$ cat src/rtl/regfile_write_arbiter.sv
// Shares the register-file write port between writeback (priority) and a one-entry parked MDU result; stalls after MAX_WAIT blocked cycles.
// Optional WB_ARB_STATS_EN adds saturating 16-bit event counters (MDU drains, forced stalls, dropped results).
module regfile_write_arbiter #(
  parameter int DATA_W   = 32,
  parameter int ADDR_W   = 5,
  parameter int MAX_WAIT = 4
) (
  input  logic              clk,
  input  logic              reset,
  input  logic [1:0]        ctrls_w,
  input  logic [DATA_W-1:0] readdata_w,
  input  logic [DATA_W-1:0] aluout_w,
  input  logic [ADDR_W-1:0] writereg_w,
  input  logic              mdu_valid,
  output logic              mdu_ready,
  input  logic [ADDR_W-1:0] mdu_reg,
  input  logic [DATA_W-1:0] mdu_data,
  output logic              rf_we,
  output logic [ADDR_W-1:0] rf_wa,
  output logic [DATA_W-1:0] rf_wd,
  output logic              stall_req
`ifdef WB_ARB_STATS_EN
  ,
  output logic [15:0]       stat_mdu_writes,
  output logic [15:0]       stat_forced_stalls,
  output logic [15:0]       stat_dropped
`endif
);

  typedef enum logic [1:0] {
    IDLE  = 2'd0,
    HOLD  = 2'd1,
    FORCE = 2'd2
  } state_t;

  localparam logic [3:0] WAIT_LAST = 4'(MAX_WAIT - 1);

  state_t            state_q, state_d;
  logic [ADDR_W-1:0] buf_reg_q, buf_reg_d;
  logic [DATA_W-1:0] buf_dat_q, buf_dat_d;
  logic [3:0]        wait_cnt_q, wait_cnt_d;
  logic              rf_we_q, rf_we_d;
  logic [ADDR_W-1:0] rf_wa_q, rf_wa_d;
  logic [DATA_W-1:0] rf_wd_q, rf_wd_d;

  logic              pipe_wr;
  logic [DATA_W-1:0] pipe_data;
  logic              drain;
  logic              drop;
  logic              force_entry;

  assign pipe_wr   = ctrls_w[1] && (writereg_w != '0);
  assign pipe_data = ctrls_w[0] ? readdata_w : aluout_w;

  always_comb begin
    state_d     = state_q;
    buf_reg_d   = buf_reg_q;
    buf_dat_d   = buf_dat_q;
    wait_cnt_d  = wait_cnt_q;
    rf_we_d     = pipe_wr;
    rf_wa_d     = rf_wa_q;
    rf_wd_d     = rf_wd_q;
    drain       = 1'b0;
    drop        = 1'b0;
    force_entry = 1'b0;

    if (pipe_wr) begin
      rf_wa_d = writereg_w;
      rf_wd_d = pipe_data;
    end

    case (state_q)
      IDLE: begin
        // Results for r0 are acknowledged but never parked.
        if (mdu_valid && (mdu_reg != '0)) begin
          buf_reg_d  = mdu_reg;
          buf_dat_d  = mdu_data;
          wait_cnt_d = '0;
          state_d    = HOLD;
        end
      end
      HOLD, FORCE: begin
        if (pipe_wr && (writereg_w == buf_reg_q)) begin
          // The writeback instruction is younger, so the parked value is stale.
          drop    = 1'b1;
          state_d = IDLE;
        end else if (!pipe_wr) begin
          drain   = 1'b1;
          rf_we_d = 1'b1;
          rf_wa_d = buf_reg_q;
          rf_wd_d = buf_dat_q;
          state_d = IDLE;
        end else if (state_q == HOLD) begin
          if (wait_cnt_q != 4'hF) begin
            wait_cnt_d = wait_cnt_q + 4'd1;
          end
          if (wait_cnt_q == WAIT_LAST) begin
            state_d     = FORCE;
            force_entry = 1'b1;
          end
        end
      end
      default: begin
        state_d = IDLE;
      end
    endcase
  end

  always_ff @(posedge clk) begin
    if (reset) begin
      state_q    <= IDLE;
      buf_reg_q  <= '0;
      buf_dat_q  <= '0;
      wait_cnt_q <= '0;
      rf_we_q    <= 1'b0;
      rf_wa_q    <= '0;
      rf_wd_q    <= '0;
    end else begin
      state_q    <= state_d;
      buf_reg_q  <= buf_reg_d;
      buf_dat_q  <= buf_dat_d;
      wait_cnt_q <= wait_cnt_d;
      rf_we_q    <= rf_we_d;
      rf_wa_q    <= rf_wa_d;
      rf_wd_q    <= rf_wd_d;
    end
  end

  assign mdu_ready = (state_q == IDLE);
  assign stall_req = (state_q == FORCE);
  assign rf_we     = rf_we_q;
  assign rf_wa     = rf_wa_q;
  assign rf_wd     = rf_wd_q;

`ifdef WB_ARB_STATS_EN
  logic [15:0] stat_wr_q, stat_wr_d;
  logic [15:0] stat_fs_q, stat_fs_d;
  logic [15:0] stat_dr_q, stat_dr_d;

  always_comb begin
    stat_wr_d = stat_wr_q;
    stat_fs_d = stat_fs_q;
    stat_dr_d = stat_dr_q;
    if (drain && (stat_wr_q != 16'hFFFF)) stat_wr_d = stat_wr_q + 16'd1;
    if (force_entry && (stat_fs_q != 16'hFFFF)) stat_fs_d = stat_fs_q + 16'd1;
    if (drop && (stat_dr_q != 16'hFFFF)) stat_dr_d = stat_dr_q + 16'd1;
  end

  always_ff @(posedge clk) begin
    if (reset) begin
      stat_wr_q <= '0;
      stat_fs_q <= '0;
      stat_dr_q <= '0;
    end else begin
      stat_wr_q <= stat_wr_d;
      stat_fs_q <= stat_fs_d;
      stat_dr_q <= stat_dr_d;
    end
  end

  assign stat_mdu_writes    = stat_wr_q;
  assign stat_forced_stalls = stat_fs_q;
  assign stat_dropped       = stat_dr_q;
`endif

endmodule
$ cat config.mk
export PLATFORM = sky130hd
export DESIGN_NAME = regfile_write_arbiter
export DESIGN_NICKNAME = d
export VERILOG_FILES = /design/src/rtl/regfile_write_arbiter.sv
export SDC_FILE = /design/constraint.sdc
export NUM_CORES = 1
export LEC_CHECK = 0
export BUFFER_PORTS_ARGS = -buffer_cell sky130_fd_sc_hd__buf_2
export CORE_MARGIN = 3
export CORE_UTILIZATION = 30
export DETAILED_ROUTE_END_ITERATION = 10
export PLACE_DENSITY = 0.67
export SYNTH_ARGS = -nofsm -noshare
export SYNTH_HDL_FRONTEND = slang
export SYNTH_SLANG_ARGS = --single-unit
export TNS_END_PERCENT = 50
$ cat constraint.sdc
create_clock -name clk -period 2.1 [get_ports clk]
set_clock_uncertainty 0.1 [all_clocks]
set_input_delay 0.21 -clock clk [delete_from_list [all_inputs] [get_ports clk]]
set_output_delay 0.21 -clock clk [all_outputs]
set_load 0.01 [all_outputs]
### Word-level counts from Yosys, hierarchy flattened

Index checks and enable logic that the tools add are counted.

* register bits: 81
* output and inout bits: 40
* latch bits: 0
* memories: 0
* RAM bits: 0
* memory bits (read-only): 0

* div/mod/pow operators: 0
* bitwise operators: 0
* $add $sub $neg: 1
* reduce and logical (&&, ||, !) cells: 11
* mux-type cells: 23
* order comparisons: 0
* shifts and indexed selects: 0
* equality and inequality tests: 12
* $mul: 0

Operators with widths (number)
* 2-to-1 mux 32 bit: 5
* 2-to-1 mux 4 bit: 5
* 2-to-1 mux 5 bit: 4
* != test 4 bit (second input constant): 3
* 2-to-1 mux 2 bit: 5
* nonzero test 5 bit: 2
* != test 2 bit (second input constant): 4
* one-hot mux 4 bit (2 select lines): 1
* AND reduction 6 bit: 1
* == test 5 bit: 1
* adder 4 x 1 -> 4 bit (second input constant): 1
* == test 4 x 2 -> 1 bit (second input constant): 1
* one-hot mux 2 bit (2 select lines): 1
* logical AND 1 bit: 3
* AND reduction 3 bit: 1
* == test 2 x 1 -> 1 bit (second input constant): 1
* == test 2 bit (second input constant): 1
* zero test 2 bit: 1
* 2-to-1 mux 1 bit: 2
* != test 2 x 1 -> 1 bit (second input constant): 1
* AND reduction 2 bit: 1
* nonzero test 2 bit: 1
* OR reduction 2 bit: 1

### Depth between registers and ports, before layout

* depth after elaboration: 6
* depth in mapped cells: 8
* depth with buffers taken out: 7

### Least setup slack after synthesis

OpenSTA, ideal clock, no wires.

* kind: reg-to-reg
* start: register state_q[1]
* end: register rf_wd_q[26] (netlist: rf_wd[26])
* library setup time: 0.086 ns
* stages on the path, launching flop included: 8
* arrival: 1.811 ns
* clock period less this slack: 1.996 ns
* slack: 0.104 ns
* path through: dfxtp_1 inv_1 ha_1 buf_2 buf_1 clkbuf_1 a211oi_1 a211oi_1

* word-level cells in the longest chain between the ends: 3

Ends and longest elaborated chain
* start, declared: line 38 `state_t state_q, state_d;`
* start signal, assigned: line 119 `state_q <= state_d;`
* == test 2 bit or == test 2 x 1 -> 1 bit (tied branches): line 72 `case (state_q)`
* OR reduction 2 bit (*): line 72
* 2-to-1 mux 32 bit (*): line 72
* end signal, assigned: line 125 `rf_wd_q <= rf_wd_d;`
* end, declared: line 44 `logic [DATA_W-1:0] rf_wd_q, rf_wd_d;`

Every way passes the cells marked *; elsewhere a longest branch is shown, timed or not.
A chain may end at the register's enable or synchronous reset.

### Worst setup path after layout

* start: register state_q[0]
* end: register wait_cnt_q[0]

* word-level cells in the longest chain between the ends: 4

Ends and longest elaborated chain
* == test 2 bit or == test 2 x 1 -> 1 bit (tied branches): line 72, 93
* OR reduction 2 bit: line 72
* != test 2 bit (no source line) or nonzero test 2 bit (tied branches)
* AND reduction 6 bit (no source line)
* end signal, assigned: line 122 `wait_cnt_q <= wait_cnt_d;`
* end, declared: line 41 `logic [3:0] wait_cnt_q, wait_cnt_d;`

Parallel ways exist; a longest one is shown, timed or not.

==> flow_metrics.env <==
export IMPL_start_util_pct=31.3
export IMPL_hold_path_end="buf_dat_q[2]$_SDFFE_PP0P_"
export IMPL_hold_viol=0
export IMPL_crit_buf_inv=2
export IMPL_setup_tns_ns=0
export IMPL_std_cell_rows=40
export IMPL_rsz0062_at_grt="true"
export IMPL_final_cell_area_sq_um=5100
export IMPL_p_leak_nw=2.24
export IMPL_yosys_warnings=0
export IMPL_first_global_vias=3647
export IMPL_hold_buffers=0
export IMPL_hold_ws_ns=0.0163
export IMPL_critPathKind="reg -> reg"
export IMPL_grt_pass1_wl_mm=18.1
export IMPL_setup_slack_ns=0.0844
export IMPL_dp_hpwl_mm=7.67
export IMPL_synth_most_common_cell="dfxtp_1"
export IMPL_dr_pass1_iters=4
export IMPL_cts_made_buffers=9
export IMPL_wl_mm=11.3
export IMPL_holdPathStages=3
export IMPL_avgSynthCellArea_sq_um=8.63
export IMPL_coreArea_sq_um=12200
export IMPL_worstPathCellList="inv_1, ha_2, inv_1, nor3_2, or2_2, nor4b_1, a22o_1"
export IMPL_h_tree_depth=3
export IMPL_drtIter0Drc=240
export IMPL_routabilityCongestion=0.826
export IMPL_hp_class="in -> reg"
export IMPL_power_density_nw_per_um2=823
export IMPL_die_height_um=119
export IMPL_tritoncts="yes"
export IMPL_port_buffers=150
export IMPL_rr_worst_depth=7
export IMPL_critPathTopFamily="simple AND/OR/NAND/NOR gates"
export IMPL_synthesis_instances=443
export IMPL_status="completed"
export IMPL_post_place_ws_ns=0.0734
export IMPL_min_from="mdu_data[2]"
export IMPL_yosys_area_top_type="dfxtp_1"
export IMPL_drive_above_1_share_pct=31.3
export IMPL_nets=692
export IMPL_combPwrFrac_pct=18.4
export IMPL_p_clk_share_pct=40.8
export IMPL_switching_share_pct=26.2
export IMPL_path_clk_slew_ns=0.06
export IMPL_synth_top_cells_by_area="dfxtp_1 (42%), a211oi_1 (13%), mux2i_1 (9.7%)"
export IMPL_mappedNetlistNets=559
export IMPL_crit_top_cell="inv_1"
export IMPL_p_int_mw=3.10
export IMPL_slew_violations=0
export IMPL_synth_distinct_cells=39
export IMPL_rrSetupSlack_ns=0.08
export IMPL_r2r_end="wait_cnt_q[0]$_SDFFE_PP0P_"
export IMPL_track_usage_pct=15.5
export IMPL_cts_buffer_depth=2
export IMPL_grt_overflow=0
export IMPL_worstSetupStartpointType="register"
export IMPL_pin_count=151
export IMPL_synth_edf_count=0
export IMPL_max_stage_delay_ns=0.36
export IMPL_period_share_pct=96.0
export IMPL_antenna_cells=0
export IMPL_dpl_cell_area_sq_um=4750
export IMPL_ir_drop_mv=0.421
export IMPL_slew_headroom_pct=61.9
export IMPL_cp_arrival_ns=2.19
export IMPL_die_w_um=119
export IMPL_ys_seq_elements=81
export IMPL_r2r_start="state_q[0]$_SDFFE_PP0P_"
export IMPL_grt_max_degree=78
export IMPL_seq_area_frac_synth_pct=42.4
export IMPL_power_frac_seq_pct=40.8
export IMPL_cts_sinks=81
export IMPL_routed_via_count=3675
export IMPL_worstSkewPairLatency_ns=0.33
export IMPL_die_area_sq_um=14100
export IMPL_cp_max_fo=7
export IMPL_cpMaxStageDelayCell="dfxtp_1"
export IMPL_cts_root_buf="clkbuf_16"
export IMPL_setup_viol=0
export IMPL_min_period_ns=2.02
export IMPL_routedWlPerCell_um=15.1
export IMPL_max_slew_worst_pin_slew_ns=0.571
export IMPL_vias_per_cell=4.91
export IMPL_ys_top_cells_by_count="dfxtp_1 (81), nand2_1 (75), a211oi_1 (64), a21oi_1 (43), mux2i_1 (37)"
export IMPL_required_ns=2.28
export IMPL_drtAntennaViolNets=0
export IMPL_antenna_found_initial=0
export IMPL_syn_area_sq_um=3820
export IMPL_areaGrowthSynthToFinish_pct=33.4
export IMPL_synth_top_cell_area_share_pct=42.4
export IMPL_fmax_mhz=496
export IMPL_remaining_drc_errors=0
export IMPL_worstSetupEndpointType="register"
export IMPL_async_reset_ff_share_pct=0
export IMPL_utilization_pct=41.8
export IMPL_synth_flop_cell="dfxtp_1"
export IMPL_netSwitchingPower_mw=1.10
export IMPL_drv_cap=0
-- registers in the layout (all words and copies together) (netlist names) --
register / flops
state_q: 2
buf_reg_q: 5
buf_dat_q: 32
rf_wa: 5
wait_cnt_q: 4
rf_wd: 32
rf_we: 1
-- worst max path at each step --
stage                            startpoint                         end  depth (start not counted)
detailed placement  state_q[0]$_SDFFE_PP0P_  buf_dat_q[19]$_SDFFE_PP0P_                          6
floorplan           state_q[1]$_SDFFE_PP0P_        rf_wd[26]$_SDFF_PP0_                          7
global route        state_q[0]$_SDFFE_PP0P_  wait_cnt_q[0]$_SDFFE_PP0P_                          7
finish              state_q[0]$_SDFFE_PP0P_  wait_cnt_q[0]$_SDFFE_PP0P_                          7
CTS                 state_q[1]$_SDFFE_PP0P_   buf_reg_q[1]$_SDFFE_PP0P_                          6
global placement    state_q[0]$_SDFFE_PP0P_  buf_dat_q[30]$_SDFFE_PP0P_                          6
-- layout make-up --
cell class | count | area [sq um]
flip-flops and latches | 81 | 1620
clock buffers | 14 | 264
multi-input cells | 322 | 2040
fillers | 1253 | 7110
clock inverters | 2 | 60.1
inverters | 3 | 11.3
well taps | 168 | 210
repair buffers | 159 | 888
-- layout by cell type (no fill, tap or decap), drive strengths merged --
cell     synthesis  final
buf              8    159
dfxtp           81     81
nand2           75     75
a211oi          64     64
a21oi           43     43
mux2i           37     37
nor2b           33     33
nor2            19     20
clkbuf          30     14
nand3            5      5
o21ai            5      5
ha               5      5
inv              3      3
xnor2            3      3
a21o             3      3
a31oi            3      3
nand2b           3      3
or4              2      2
xor2             2      2
nand4b           2      2
nand4            2      2
bufinv           0      2
or2              2      2
nor3             2      2
o21a             1      1
o31a             1      1
or3b             1      1
and2             1      1
and4b            1      1
o22ai            1      1
a32o             1      1
nor4b            1      1
a22o             1      1
a2bb2oi          1      1
a221oi           1      1
-- repair_timing --
item                       4_1_cts  5_1_grt
resized for setup                0        4
hold endpoints to repair         0        0
setup endpoints to repair        1       40
pin swaps                        1        1
gates cloned                     0        1
setup buffers                    0        0
-- per-layer routing --
| metal | wire (um) | GRT usage [%] | share of wire [%] |
|---|---|---|---|
| met5 | 0 | 0 | 0 |
| met4 | 87 | 4.49 | 0.77 |
| met3 | 732 | 4.27 | 6.5 |
| met2 | 5530 | 26.3 | 49 |
| met1 | 4990 | 19.4 | 44 |
-- power groups by stage --
stage	Clock, mW	Sequential (mW)	Combinational [mW]
6_report	1.71	1.71	0.772
5_1_grt	1.81	1.72	0.860
3_3_place_gp	0	1.74	0.732
3_5_place_dp	0	1.74	0.756
2_1_floorplan	0	1.76	0.436
4_1_cts	1.75	1.71	0.762
-- metrics by stage --
| stage | instances | power (mW) |
|---|---|---|
| final | 749 | 4.19 |
| after global routing | 749 | 4.40 |
| after global placement | 732 | 2.47 |
| after CTS | 748 | 4.22 |
| after detailed placement | 732 | 2.50 |
| after floorplan | 443 | 2.20 |
-- tightest hold or removal path, cell delays in order --
cell and delay (ns):
buf_2 0.10, nand2_1 0.05, a21oi_1 0.05
-- logic make-up (layout without fill, tap and decap cells) --
kind of cell               after synthesis  in the layout  synth area share (%)
AOI/OAI and AO/OA                      125            125                  21.8
muxes                                   37             37                  9.69
xor gates and xnor gates                 5              5                  1.15
buffers and inverters                   41            178                  4.85
and+or+nand+nor                        149            150                  18.4
DFF                                     81             81                  42.4
adders and majority gates                5              5                  1.64
No activity file was read; power rests on OpenSTA's default activity.
